[src/rtl/board_led_shifter.sv]
// Serialises WIDTH-bit LED frames into a 74HC595-style SIPO chain, LSB first,
// on a divided shift clock, then pulses the storage-register latch.
module board_led_shifter #(
  parameter int unsigned WIDTH   = 32,
  parameter int unsigned CLK_DIV = 64
) (
  input  logic             clk,
  input  logic             reset_n,
  input  logic [WIDTH-1:0] data_in,
  input  logic             data_valid,
  output logic             data_ready,
  output logic             frame_done,
  output logic             ser_out,
  output logic             sr_clk_out,
  output logic             latch_out,
  output logic             oe_n_out
);

  localparam int unsigned DIV_W = $clog2(CLK_DIV) + 1;
  localparam int unsigned BIT_W = $clog2(WIDTH) + 1;
  localparam logic [DIV_W-1:0] DIV_LAST = DIV_W'(CLK_DIV - 1);
  localparam logic [BIT_W-1:0] BIT_LAST = BIT_W'(WIDTH - 1);

  typedef enum logic [1:0] {IDLE, LOW, HIGH, LATCH} state_t;

  state_t           state;
  logic [WIDTH-1:0] shreg;
  logic [WIDTH-1:0] shreg_next;
  logic [DIV_W-1:0] div_cnt;
  logic [BIT_W-1:0] bit_cnt;
  logic             div_last;

  // Shifted copy kept separate so WIDTH=1 never indexes past the register.
  assign shreg_next = shreg >> 1;
  assign div_last   = (div_cnt == DIV_LAST);

  always_ff @(posedge clk or negedge reset_n) begin
    if (!reset_n) begin
      state      <= IDLE;
      shreg      <= '0;
      div_cnt    <= '0;
      bit_cnt    <= '0;
      data_ready <= 1'b0;
      frame_done <= 1'b0;
      ser_out    <= 1'b0;
      sr_clk_out <= 1'b0;
      latch_out  <= 1'b0;
      oe_n_out   <= 1'b1;
    end else begin
      frame_done <= 1'b0;
      case (state)
        IDLE: begin
          if (data_valid && data_ready) begin
            shreg      <= data_in;
            ser_out    <= data_in[0];
            bit_cnt    <= '0;
            div_cnt    <= '0;
            data_ready <= 1'b0;
            state      <= LOW;
          end else begin
            data_ready <= 1'b1;
          end
        end
        LOW: begin
          if (div_last) begin
            div_cnt    <= '0;
            sr_clk_out <= 1'b1;
            state      <= HIGH;
          end else begin
            div_cnt <= div_cnt + DIV_W'(1);
          end
        end
        HIGH: begin
          if (div_last) begin
            div_cnt    <= '0;
            sr_clk_out <= 1'b0;
            if (bit_cnt == BIT_LAST) begin
              latch_out <= 1'b1;
              state     <= LATCH;
            end else begin
              // Next bit presented on the falling edge: full half-period setup and hold.
              shreg   <= shreg_next;
              ser_out <= shreg_next[0];
              bit_cnt <= bit_cnt + BIT_W'(1);
              state   <= LOW;
            end
          end else begin
            div_cnt <= div_cnt + DIV_W'(1);
          end
        end
        LATCH: begin
          if (div_last) begin
            div_cnt    <= '0;
            latch_out  <= 1'b0;
            frame_done <= 1'b1;
            oe_n_out   <= 1'b0;
            data_ready <= 1'b1;
            state      <= IDLE;
          end else begin
            div_cnt <= div_cnt + DIV_W'(1);
          end
        end
        default: state <= IDLE;
      endcase
    end
  end

endmodule

[config.mk]
export PLATFORM = sky130hd
export DESIGN_NAME = board_led_shifter
export DESIGN_NICKNAME = d
export VERILOG_FILES = /design/src/rtl/board_led_shifter.sv
export SDC_FILE = /design/constraint.sdc
export NUM_CORES = 1
export LEC_CHECK = 0
export ABC_AREA = 1
export BUFFER_PORTS_ARGS = -buffer_cell sky130_fd_sc_hd__buf_2
export CAP_MARGIN = 5
export CORE_ASPECT_RATIO = 1.2
export CORE_MARGIN = 2
export CORE_UTILIZATION = 50
export DETAILED_ROUTE_END_ITERATION = 12
export PLACE_DENSITY = 0.74
export SYNTH_ARGS = -nofsm -noshare
export SYNTH_HDL_FRONTEND = slang
export SYNTH_SLANG_ARGS = --single-unit
[constraint.sdc]
create_clock -name clk -period 1.3 [get_ports clk]
set_input_delay 0.065 -clock clk [delete_from_list [all_inputs] [get_ports clk]]
set_output_delay 0.065 -clock clk [all_outputs]
set_load 0.01 [all_outputs]
* After elaboration in Yosys (flattened, before gate mapping)
Cells that the tools add are included. W data, S select, Z words.
Operators by class: eq/ne operators 11, muxes and demuxes 31, $add $sub $neg 2, reduce and logical (&&, ||, !) cells 13
Operators with widths (number):
- $mux W32 | 3
- $pmux W32 S2 | 1
- $mux W6 | 3
- $mux W7 | 2
- $pmux W7 S2 | 1
- $ne A2 B2 Y1 const B | 6
- $pmux W6 S2 | 1
- $reduce_and A4 Y1 | 3
- $mux W1 | 10
- $mux W2 | 5
- $pmux W1 S2 | 4
- $pmux W2 S4 | 1
- $reduce_bool A2 Y1 | 4
- $add A7 B1 Y7 const B | 1
- $eq A7 B6 Y1 const B | 1
- $add A6 B1 Y6 const B | 1
- $eq A6 B5 Y1 const B | 1
- $eq A2 B2 Y1 const B | 2
- $reduce_and A2 Y1 | 2
- $reduce_and A3 Y1 | 1
- $reduce_or A3 Y1 | 1
- $eq A2 B1 Y1 const B | 1
- $logic_not A2 Y1 | 1
- $logic_and A1 B1 Y1 | 1
Word-level totals: input bits 35, output and inout bits 6, logic and storage cells 67, register bits 53

* Depth between registers and ports, before layout
Gate-level depths: netlist of the first run.
depth after elaboration 4, gate-level depth with buffers 10, depth with buffers taken out 9

* Worst setup path after synthesis of the first run
Ideal clock, no wire load.
path type reg-to-reg, start point register div_cnt[0], end point register shreg[23], setup time 116 ps, setup slack -134 ps, clock period less this slack 1434 ps, required time 1184 ps, arrival time 1318 ps, stages on the path, launching flop included 11, buffers on the path 1, cell sequence dfrtp_1 ha_1 nand3_1 inv_2 nand2_2 nand2_2 inv_2 nor2_8 buf_12 nand2_2 nand2_1
Between the ends: cells in the longest elaborated chain, start to end 3
RTL lines:
- start: declaration | line 29 | logic [DIV_W-1:0] div_cnt;
- start signal: assignment | line 70 | div_cnt <= div_cnt + DIV_W'(1);
- start signal: assignment | line 88 | div_cnt <= div_cnt + DIV_W'(1);
- start signal: assignment | line 100 | div_cnt <= div_cnt + DIV_W'(1);
- $eq A7 B6 Y1 | line 35 | assign div_last = (div_cnt == DIV_LAST);
- $ne A2 B2 Y1 (no line)
- $reduce_and A4 Y1 (no line)
- end signal: assignment | line 54 | shreg <= data_in;
- end signal: assignment | line 82 | shreg <= shreg_next;
- end: declaration | line 27 | logic [WIDTH-1:0] shreg;
Every way passes these cells. A chain may end at the register's enable or synchronous reset.

* Worst setup path after layout of the first run
start point register div_cnt[1], end point register bit_cnt[3]
Between the ends: cells in the longest elaborated chain, start to end 3
RTL lines:
- $eq A7 B6 Y1 | line 35
- $ne A2 B2 Y1 (no line)
- $reduce_and A4 Y1 (no line)
- end signal: assignment | line 84 | bit_cnt <= bit_cnt + BIT_W'(1);
- end: declaration | line 30 | logic [BIT_W-1:0] bit_cnt;
Every way passes these cells.

==> results of run 1 <==
## path summary, 6_finish.rpt
| path | start | end | slack (ns) | cells after the start |
|---|---|---|---|---|
| min | data_in[0] | shreg[0]$_DFFE_PN0P_ | 0.03 | 5 |
| min reg2reg | oe_n_out$_DFFE_PN1P_ | oe_n_out$_DFFE_PN1P_ | 0.47 | 2 |
| min in group asynchronous | reset_n | div_cnt[2]$_DFFE_PN0N_ | 0.24 | 3 |
| max | div_cnt[1]$_DFFE_PN0N_ | bit_cnt[3]$_DFFE_PN0P_ | -0.16 | 10 |
| max reg2reg | div_cnt[1]$_DFFE_PN0N_ | bit_cnt[3]$_DFFE_PN0P_ | -0.16 | 10 |
| max in group asynchronous | reset_n | oe_n_out$_DFFE_PN1P_ | 0.75 | 3 |
## flip-flops by register name, indices dropped and copies added, names as in the netlist
signal / count
data_ready: 1
oe_n_out: 1
div_cnt: 7
latch_out: 1
bit_cnt: 6
frame_done: 1
sr_clk_out: 1
state: 2
shreg: 32
## timing repair
action | 4_1_cts | 5_1_grt
resized for setup | 17 | 15
hold endpoints to repair | 53 | 0
endpoints found under the setup margin | 47 | 48
hold buffers | 2 | 0
gates cloned | 1 | 0
pin swaps | 5 | 4
buffers inserted | 7 | 5
## final cells by class
type,count,area [um2],share of cell area
clock inverter,1,30.0,0.00850
timing repair buffer,90,628,0.178
tap,62,77.6,0.0220
inverter,14,55.1,0.0156
clock buffer,7,96.3,0.0273
sequential,52,1300,0.369
multi-input combinational,284,1340,0.380
## per-layer routing
layer / track usage / vias to the layer above / share of wire
met4: 0.0755 / 0 / 0.014
met5: 0 / - / 0
met1: 0.281 / 1174 / 0.45
met3: 0.0528 / 10 / 0.044
met2: 0.368 / 54 / 0.50
li1: - / 1280 / -
## synthesized netlist by cell type, types with 2 or more instances
| library cell | n |
|---|---|
| ha_1 | 2 |
| nor2_2 | 2 |
| nand3_1 | 14 |
| inv_2 | 5 |
| xor2_1 | 2 |
| o21ai_1 | 6 |
| nor2_1 | 10 |
| dfrtp_1 | 51 |
| a21oi_1 | 5 |
| buf_2 | 6 |
| nand2_1 | 209 |
| inv_1 | 9 |
| clkbuf_1 | 4 |
| nand2_2 | 13 |
| buf_6 | 3 |
| o21ai_0 | 11 |
## per-stage QoR
step | hold WS [ns] | utilization | power (mW) | TNS, ns
after global placement | 0.0814 | 0.607 | 1.79 | -7.69
after global routing | 0.0559 | 0.671 | 3.10 | -9.10
after detailed placement | 0.0822 | 0.607 | 1.79 | -9.83
after floorplan | -0.231 | - | 1.70 | -2.79
final | 0.0340 | 0.671 | 2.99 | -5.40
after CTS | 0.0340 | 0.656 | 3.00 | -5.83
## cell families after synthesis
logic type,Yosys count
and+or+nand+nor,254
xor gates and xnor gates,3
DFF,52
adders and majority gates,2
buffers and inverters,29
AOI/OAI and AO/OA,24
## power by group
part / leakage, nW / internal (mW) / total (mW) / switching, mW
Combinational: 1.21 / 0.0699 / 0.148 / 0.0776
Sequential: 0.698 / 1.62 / 1.62 / 0
Clock: 0.0645 / 0.680 / 1.23 / 0.547
## critical path: cells and delay by family, from the launching register on
kind | cells | cell delay [ns]
compound gates | 1 | 0.05
fa+ha+maj | 1 | 0.19
buf+inv | 3 | 0.34
flops | 1 | 0.37
simple gates | 5 | 0.38
==> flow_summary_export.csv, run 1 <==
group,metric,value,unit
clock_network,cts.sinks,52,
route,ant_nets,0,
timing,max_freq,0.683,GHz
synthesis,synthTopCellsByArea,"dfrtp_1, nand2_1, nand2_2, nand3_1, o21ai_0",
global_routing,grt-ovfl-total,0,
cells_and_area,areaGrowthSynthToFinish,31.1,%
setup_path,critPathMaxFanout,19,
timing,maxSlewViolCount,0,
timing,fin_crit_sh,1.13,
setup_path,endpoint_kind,"flop",
global_routing,grt_pass1_wl,10600,um
timing,layout_min_cycle_time,1.46,ns
synthesis,ys_seq_area_frac,0.484,
placed_design,dp_slack,-0.291,ns
cells_and_area,layout_commonest_cell,"nand2_1",
die,fp.dieH,84.4,um
clock_network,htree_levels,2,
clock_network,cts_buffers,5,
clock_network,clk_latency,0.32,ns
route,drtPass1Iterations,4,
synthesis,synth_cell_types,28,
synthesis,synth_top_family_by_area,"simple AND/OR/NAND/NOR gates",
setup_path,slowest_delay,0.37,ns
setup_path,start_kind,"flop",
clock_network,path_clk_slew,0.10,ns
clock_network,cts_buffer_depth,2,
timing,rsz0062_at_grt,"yes",
synthesis,synth_xor_area_frac,0.00975,
route,num_vias,2518,
global_routing,grt_max_degree,53,
timing,hold_violations,0,
cells_and_area,stdcell_area,3530,um2
run,drv_cap,0,
synthesis,synthSimpleGateAreaFrac,0.392,
synthesis,ys_warn_count,0,
global_routing,grtUsageTotal,0.221,
die,die_w,71.0,um
synthesis,synth_area_leader_cell,"dfrtp_1",
setup_path,worstSetupPathType,"flop to flop",
synthesis,synthesis.nets,401,
die,num_rows,29,
hold_path,hold_class,"input port to flop",
clock_network,cts_tree,"yes",
route,vias_per_cell,4.94,
clock_network,root_buffer,"clkbuf_8",
placed_design,dpl-instance-area,3200,um2
synthesis,ys_ff_latch,52,
synthesis,synth-adder-area-share,0.00929,
global_routing,grt_pass1_vias,2380,
power_and_ir_drop,leakage,1.98,nW
synthesis,synth-main-ff-cell,"dfrtp_1",
timing,finalSetupViolations,41,
route,drt_iter0_markers,149,
die,die-area,5990,um2
route,drc,0,
synthesis,synthMuxAreaShare,0,
timing,setup_slack,-0.163,ns
setup_path,crit_slowest_cell,"dfrtp_1",
cells_and_area,num-fill-cells,426,
die,io_pins,41,
setup_path,cp_data_arrival_time,1.66,ns
synthesis,synthCells,364,
global_routing,antenna_found_initial,0,
placed_design,gp_congestion,0.852,
synthesis,synth_area,2690,um2
route,wl_per_cell,12.0,um
run_status,status,"complete, but fails checks",
timing,skew,0.0129,ns
cells_and_area,diodes,0,
die,coreArea,5260,um2
die,initial_utilization,0.512,
route,drt-total-wl,6130,um
cells_and_area,layout-drive-gt1-share,0.324,
synthesis,synth_top_area_frac,0.474,
placed_design,dp.cells,487,
synthesis,synth_compound_area_frac,0.0464,
placed_design,portBuffers,40,
synthesis,synth-edff-count,0,
synthesis,avgSynthCellArea,7.40,um2
synthesis,synthArstFlopShare,1.00,
placed_design,hpwl,4000,um
cells_and_area,final_nets,484,
power_and_ir_drop,powerDensity,847,nW/um2
cells_and_area,fin_cells,510,
timing,slew_headroom,0.776,
setup_path,crit_chain,"ha_2, nand3_2, inv_2, nand2_2, nand2_4, buf_6, nand3_4, buf_12, nand2_1, o21ai_1",
timing,worstMarginPinSlew,0.337,ns
setup_path,cp.required,1.50,ns
run_status,violations,"negative setup slack",
cells_and_area,final_cell_mix,"nand2_1, dfrtp_1, buf_2, buf_4, nand2_2",
power_and_ir_drop,irDropWorstVdd,0.857,mV
No activity file was read; power rests on OpenSTA's default activity.
==> run 2, diff against run 1 <==
Settings changed: RECOVER_POWER set to 100.
==> run 2 against run 1 <==
  * The run still ends with negative setup slack left
  * Global-route usage did not move
  * Core utilization fell by 0.38 points
  * Maximum frequency barely moved
  * Highest routed layer unchanged
==> flow_summary_export.csv, run 2 (same netlist as run 1, synthesis figures left out) <==
group,metric,value,unit
run_status,status,"complete, but fails checks",
run_status,violations,"negative setup slack",
global_routing,use_met2,0.368,
timing,layout_min_cycle_time,1.46,ns
cells_and_area,reg.largest.list,"shreg: 32 flops, div_cnt: 7 flops, bit_cnt: 6 flops",
hold_path,hold_class,"input port to flop",
timing,slew_headroom,0.529,
route,drc,0,
global_routing,use_met3,0.0528,
power_and_ir_drop,leakage,1.95,nW
cells_and_area,num-fill-cells,433,
timing,holdWs,0.0359,ns
cells_and_area,layout-drive-gt1-share,0.308,
cells_and_area,final_cell_mix,"nand2_1, dfrtp_1, buf_4",
route,ant_nets,0,
route,wl_per_cell,12.0,um
setup_path,cp.required,1.50,ns
power_and_ir_drop,p_seq_frac,0.542,
power_and_ir_drop,powerDensity,849,nW/um2
cells_and_area,largest_reg_flops,32,
setup_path,start_kind,"flop",
global_routing,top_usage_layer,"met2",
power_and_ir_drop,irDropWorstVdd,0.858,mV
placed_design,hpwl,4000,um
cells_and_area,max_flop_register,"shreg",
clock_network,htree_levels,2,
cells_and_area,fin_util,0.668,
placed_design,gp_congestion,0.852,
die,initial_utilization,0.512,
placed_design,dp.cells,487,
setup_path,endpoint_kind,"flop",
route,vias_per_cell,4.95,
route,drt-total-wl,6140,um
clock_network,cts_buffers,5,
global_routing,grt_pass1_wl,10600,um
die,die_w,71.0,um
timing,max_freq,0.683,GHz
die,io_pins,41,
cells_and_area,areaGrowthSynthToFinish,30.4,%
timing,worstMarginPinSlew,0.706,ns
clock_network,path_clk_slew,0.10,ns
route,num_vias,2526,
power_and_ir_drop,power_frac_comb,0.048,
timing,skew,0.0132,ns
setup_path,cp_data_arrival_time,1.66,ns
timing,maxSlewViolCount,0,
cells_and_area,layout_commonest_cell,"nand2_1",
cells_and_area,fin_cells,510,
timing,hold_violations,0,
clock_network,clk_latency,0.32,ns
timing,setup_slack,-0.163,ns
placed_design,portBuffers,40,
timing,finalSetupViolations,42,
die,die-area,5990,um2
route,drt_iter0_markers,173,
power_and_ir_drop,p_clk_frac,0.411,
cells_and_area,diodes,0,
global_routing,grt_pass1_vias,2380,
global_routing,antenna_found_initial,0,
die,fp.dieH,84.4,um
die,coreArea,5260,um2
global_routing,grtUsageTotal,0.221,
clock_network,cts_tree,"yes",
clock_network,cts_buffer_depth,2,
power_and_ir_drop,switching_power,0.622,mW
global_routing,grt-ovfl-total,0,
cells_and_area,final_nets,484,
die,num_rows,29,
run,drv_cap,0,
setup_path,worstSetupPathType,"flop to flop",
power_and_ir_drop,swShare,0.209,
timing,rsz0062_at_grt,"yes",
clock_network,cts.sinks,52,
clock_network,root_buffer,"clkbuf_8",
timing,fin_crit_sh,1.13,
route,drtPass1Iterations,5,
setup_path,critPathMaxFanout,19,
global_routing,use_met1,0.281,
power_and_ir_drop,internal_power,2.36,mW
global_routing,grt_max_degree,53,
[run 2: changes by cell type in the layout (fill, tap and decap cells not counted)]
cell      delta
buf_2        -6
inv_2        -1
clkbuf_1     +6
inv_1        +1
buf_12       -1
clkbuf_4     +1
[run 2: path summary, 6_finish.rpt]
| kind | startpoint | cells after the start | endpoint | slack, ns |
|---|---|---|---|---|
| setup / recovery | div_cnt[1]$_DFFE_PN0N_ | 10 | bit_cnt[3]$_DFFE_PN0P_ | -0.16 |
| hold / removal | data_in[0] | 5 | shreg[0]$_DFFE_PN0P_ | 0.04 |
| setup reg to reg | div_cnt[1]$_DFFE_PN0N_ | 10 | bit_cnt[3]$_DFFE_PN0P_ | -0.16 |
| hold reg to reg | oe_n_out$_DFFE_PN1P_ | 2 | oe_n_out$_DFFE_PN1P_ | 0.47 |
| max in group asynchronous | reset_n | 3 | bit_cnt[3]$_DFFE_PN0P_ | 0.39 |
| min in group asynchronous | reset_n | 3 | div_cnt[2]$_DFFE_PN0N_ | 0.41 |
[run 2: stage by stage]
step                      setup WS [ns]  cell area [um2]  setup TNS (ns)  total power, mW
after floorplan                 -0.0820             2730           -2.79             1.70
after global placement           -0.239             3200           -7.69             1.79
after detailed placement         -0.291             3200           -9.83             1.79
after CTS                        -0.178             3450           -5.83             3.00
after global routing             -0.263             3510           -9.16             3.09
final                            -0.163             3510           -5.42             2.98
[run 2: final cells by class]
cell class | count | area, um2 | area share
sequential | 52 | 1300 | 0.371
multi-input combinational | 284 | 1340 | 0.382
inverter | 14 | 55.1 | 0.0157
clock inverter | 1 | 30.0 | 0.00855
timing repair buffer | 90 | 608 | 0.173
clock buffer | 7 | 96.3 | 0.0274
tap | 62 | 77.6 | 0.0221
[run 2: what timing repair did]
| action | in CTS | in global routing |
|---|---|---|
| hold endpoints to repair | 53 | 0 |
| resized for setup | 17 | 15 |
| buffers inserted | 7 | 5 |
| pin swaps | 5 | 4 |
| gates cloned | 1 | 0 |
| hold buffers | 2 | 0 |
| setup endpoints to repair | 47 | 48 |
[run 2: power groups by stage]
stage | clock (mW) | combinational, mW | sequential, mW
6_report | 1.23 | 0.142 | 1.62
3_5_place_dp | 0 | 0.145 | 1.65
3_3_place_gp | 0 | 0.145 | 1.65
5_1_grt | 1.31 | 0.164 | 1.62
2_1_floorplan | 0 | 0.0473 | 1.65
4_1_cts | 1.24 | 0.151 | 1.62
[run 2: worst max-delay path: stages (launching register included)]
cell     delay (ns)
dfrtp_1        0.37
ha_2           0.19
nand3_2        0.09
inv_2          0.06
nand2_2        0.06
nand2_4        0.07
buf_6          0.10
nand3_4        0.11
buf_12         0.18
nand2_1        0.05
o21ai_1        0.05
[run 2: metal layers]
layer	routed length, um	up-vias
li1	-	1281
met1	2780	1183
met2	3050	51
met3	224	11
met4	92	0
met5	0	-
==> run 3, diff against run 2 <==
Settings changed: GPL_TIMING_DRIVEN set to 0.
==> run 3 against run 2 <==
  * The run still ends with negative setup slack left
  * Critical path depth up 1
  * Largest power group unchanged
  * Register-to-register slack got worse by 0.07 ns
  * Non-clock buffer count decreased by 5
  * Flip-flop and latch count stayed put
  * Global-route usage fell by 1.3 points
  * Critical path type unchanged
  * Sequential power hardly changed
  * Clock-buffer cell count up 1
  * Clock power fell by 23%
==> flow_summary_export.csv, run 3 (same netlist as run 1, synthesis figures left out) <==
group,metric,value,unit
run_status,violations,"negative setup slack",
setup_path,worstRegToRegCells,11,
power_and_ir_drop,leakage,1.93,nW
power_and_ir_drop,internal_power,2.11,mW
cells_and_area,layout_commonest_cell,"nand2_1",
route,vias_per_cell,4.98,
power_and_ir_drop,fin_total_pwr,2.71,mW
hold_path,min_to,"shreg[31]$_DFFE_PN0P_",
clock_network,path_clk_slew,0.09,ns
global_routing,antenna_found_initial,0,
placed_design,portBuffers,40,
timing,rsz0062_at_grt,"yes",
clock_network,clk_latency,0.30,ns
setup_path,r2r_setup_slack,-0.23,ns
clock_network,cts.sinks,52,
run_status,status,"complete, but fails checks",
setup_path,reg2reg_from,"div_cnt[0]$_DFFE_PN0N_",
run,drv_cap,0,
clock_network,cts_buffers,5,
setup_path,slowest_delay,0.42,ns
power_and_ir_drop,irDropWorstVdd,0.747,mV
die,die-area,5990,um2
route,drtPass1Iterations,4,
route,num_vias,2516,
timing,skew,0.00757,ns
placed_design,hpwl,3710,um
cells_and_area,reg.largest.list,"shreg: 32 flops, div_cnt: 7 flops, bit_cnt: 6 flops",
timing,setup_slack,-0.229,ns
power_and_ir_drop,switching_power,0.594,mW
cells_and_area,final_nets,479,
setup_path,crit_chain,"ha_4, nand3_4, inv_2, nand2_4, nand2_4, inv_4, nor2_8, buf_12, buf_8, nand2_2, nand2_1",
timing,slew_headroom,0.606,
route,drt-total-wl,6240,um
die,initial_utilization,0.512,
cells_and_area,final_cell_mix,"nand2_1, dfrtp_1, nand2_2",
clock_network,htree_levels,2,
hold_path,hold_class,"input port to flop",
setup_path,crit_slowest_cell,"dfrtp_1",
route,ant_nets,0,
cells_and_area,diodes,0,
hold_path,worstHoldStart,"data_in[31]",
setup_path,cp.required,1.54,ns
global_routing,grt_max_degree,53,
setup_path,endpoint_kind,"flop",
global_routing,grt_pass1_vias,2297,
route,wl_per_cell,12.4,um
global_routing,grt_pass1_wl,9960,um
timing,maxSlewViolCount,0,
timing,worstMarginPinSlew,0.590,ns
die,num_rows,29,
global_routing,grt-ovfl-total,0,
clock_network,cts_tree,"yes",
cells_and_area,num-fill-cells,434,
route,drc,0,
clock_network,cts_buffer_depth,2,
cells_and_area,layout-drive-gt1-share,0.348,
power_and_ir_drop,swShare,0.219,
die,coreArea,5260,um2
power_and_ir_drop,powerDensity,761,nW/um2
placed_design,gp_congestion,0.801,
power_and_ir_drop,power_frac_comb,0.053,
setup_path,start_kind,"flop",
global_routing,grtUsageTotal,0.208,
power_and_ir_drop,p_clk_frac,0.350,
cells_and_area,areaGrowthSynthToFinish,32.0,%
timing,layout_min_cycle_time,1.53,ns
timing,hold_violations,0,
setup_path,critPathMaxFanout,6,
timing,fin_crit_sh,1.18,
timing,holdWs,0.0170,ns
setup_path,worstSetupPathType,"flop to flop",
route,drt_iter0_markers,109,
die,fp.dieH,84.4,um
power_and_ir_drop,p_seq_frac,0.597,
cells_and_area,max_flop_register,"shreg",
setup_path,crit_top_cell,"nand2_4",
die,die_w,71.0,um
die,io_pins,41,
timing,finalSetupViolations,42,
setup_path,cp_data_arrival_time,1.77,ns
cells_and_area,largest_reg_flops,32,
clock_network,root_buffer,"clkbuf_8",
setup_path,r2r-end,"shreg[1]$_DFFE_PN0P_",
hold_path,min_path_cells,3,
cells_and_area,fin_util,0.676,
timing,max_freq,0.654,GHz
[run 3: changes by cell type in the layout (fill, tap and decap cells not counted), sizes merged]
cell	delta
buf	-9
clkbuf	+6
bufinv	-1
dlygate4sd3	-1
nand3	+1
nor2	-1
[run 3: worst max-delay path, delay by kind of cell, from the launching register on]
family / cells / cell delay, ns
simple gates: 6 / 0.49
flops: 1 / 0.42
buf+inv: 4 / 0.39
fa+ha+maj: 1 / 0.17
[run 3: worst max path at each step]
stage	start	to	slack, ns
4_1_cts	div_cnt[0]$_DFFE_PN0N_	shreg[13]$_DFFE_PN0P_	-0.18
3_3_place_gp	state[1]$_DFFE_PN0P_	div_cnt[0]$_DFFE_PN0N_	-0.26
5_1_grt	div_cnt[0]$_DFFE_PN0N_	shreg[13]$_DFFE_PN0P_	-0.30
2_1_floorplan	bit_cnt[0]$_DFFE_PN0P_	shreg[23]$_DFFE_PN0P_	-0.08
3_5_place_dp	bit_cnt[0]$_DFFE_PN0P_	shreg[24]$_DFFE_PN0P_	-0.28
6_report	div_cnt[0]$_DFFE_PN0N_	shreg[1]$_DFFE_PN0P_	-0.23
[run 3: repair_timing]
action	4_1_cts	5_1_grt
gates resized for setup	40	44
hold buffers	0	1
pin swaps	12	17
endpoints found under the hold margin	0	21
cloned	5	2
endpoints found under the setup margin	48	44
setup buffers	15	10
[run 3: area by class of cell]
type | count | area, um2 | share of cell area
multi-input cells | 284 | 1430 | 0.402
flip-flops and latches | 52 | 1310 | 0.367
repair buffers | 71 | 470 | 0.132
plain buffers | 14 | 126 | 0.0355
clock buffers | 8 | 90.1 | 0.0253
well taps | 62 | 77.6 | 0.0218
inverters | 14 | 57.6 | 0.0162
[run 3: layer usage]
layer,vias up,global-route usage,routed length [um]
met3,10,0.0384,238
li1,1278,-,-
met4,0,0.0738,116
met1,1170,0.261,2740
met2,58,0.357,3150
met5,-,0,0
[run 3: power by group through the flow]
stage	Combinational (mW)	Sequential, mW	Clock, mW
floorplan	0.0473	1.65	0
global placement	0.134	1.65	0
detailed placement	0.134	1.65	0
CTS	0.136	1.62	0.983
global route	0.166	1.62	1.03
finish	0.143	1.62	0.948
[run 3: through the flow]
step                      cell area (um2)  worst slack (ns)  setup TNS, ns  std cells
after CTS                            3410            -0.184          -6.53        494
after global placement               3010            -0.259         -10.02        466
after floorplan                      2730           -0.0820          -2.79        364
after global routing                 3560            -0.296         -12.41        505
final                                3560            -0.229          -7.83        505
after detailed placement             3010            -0.282         -10.57        466
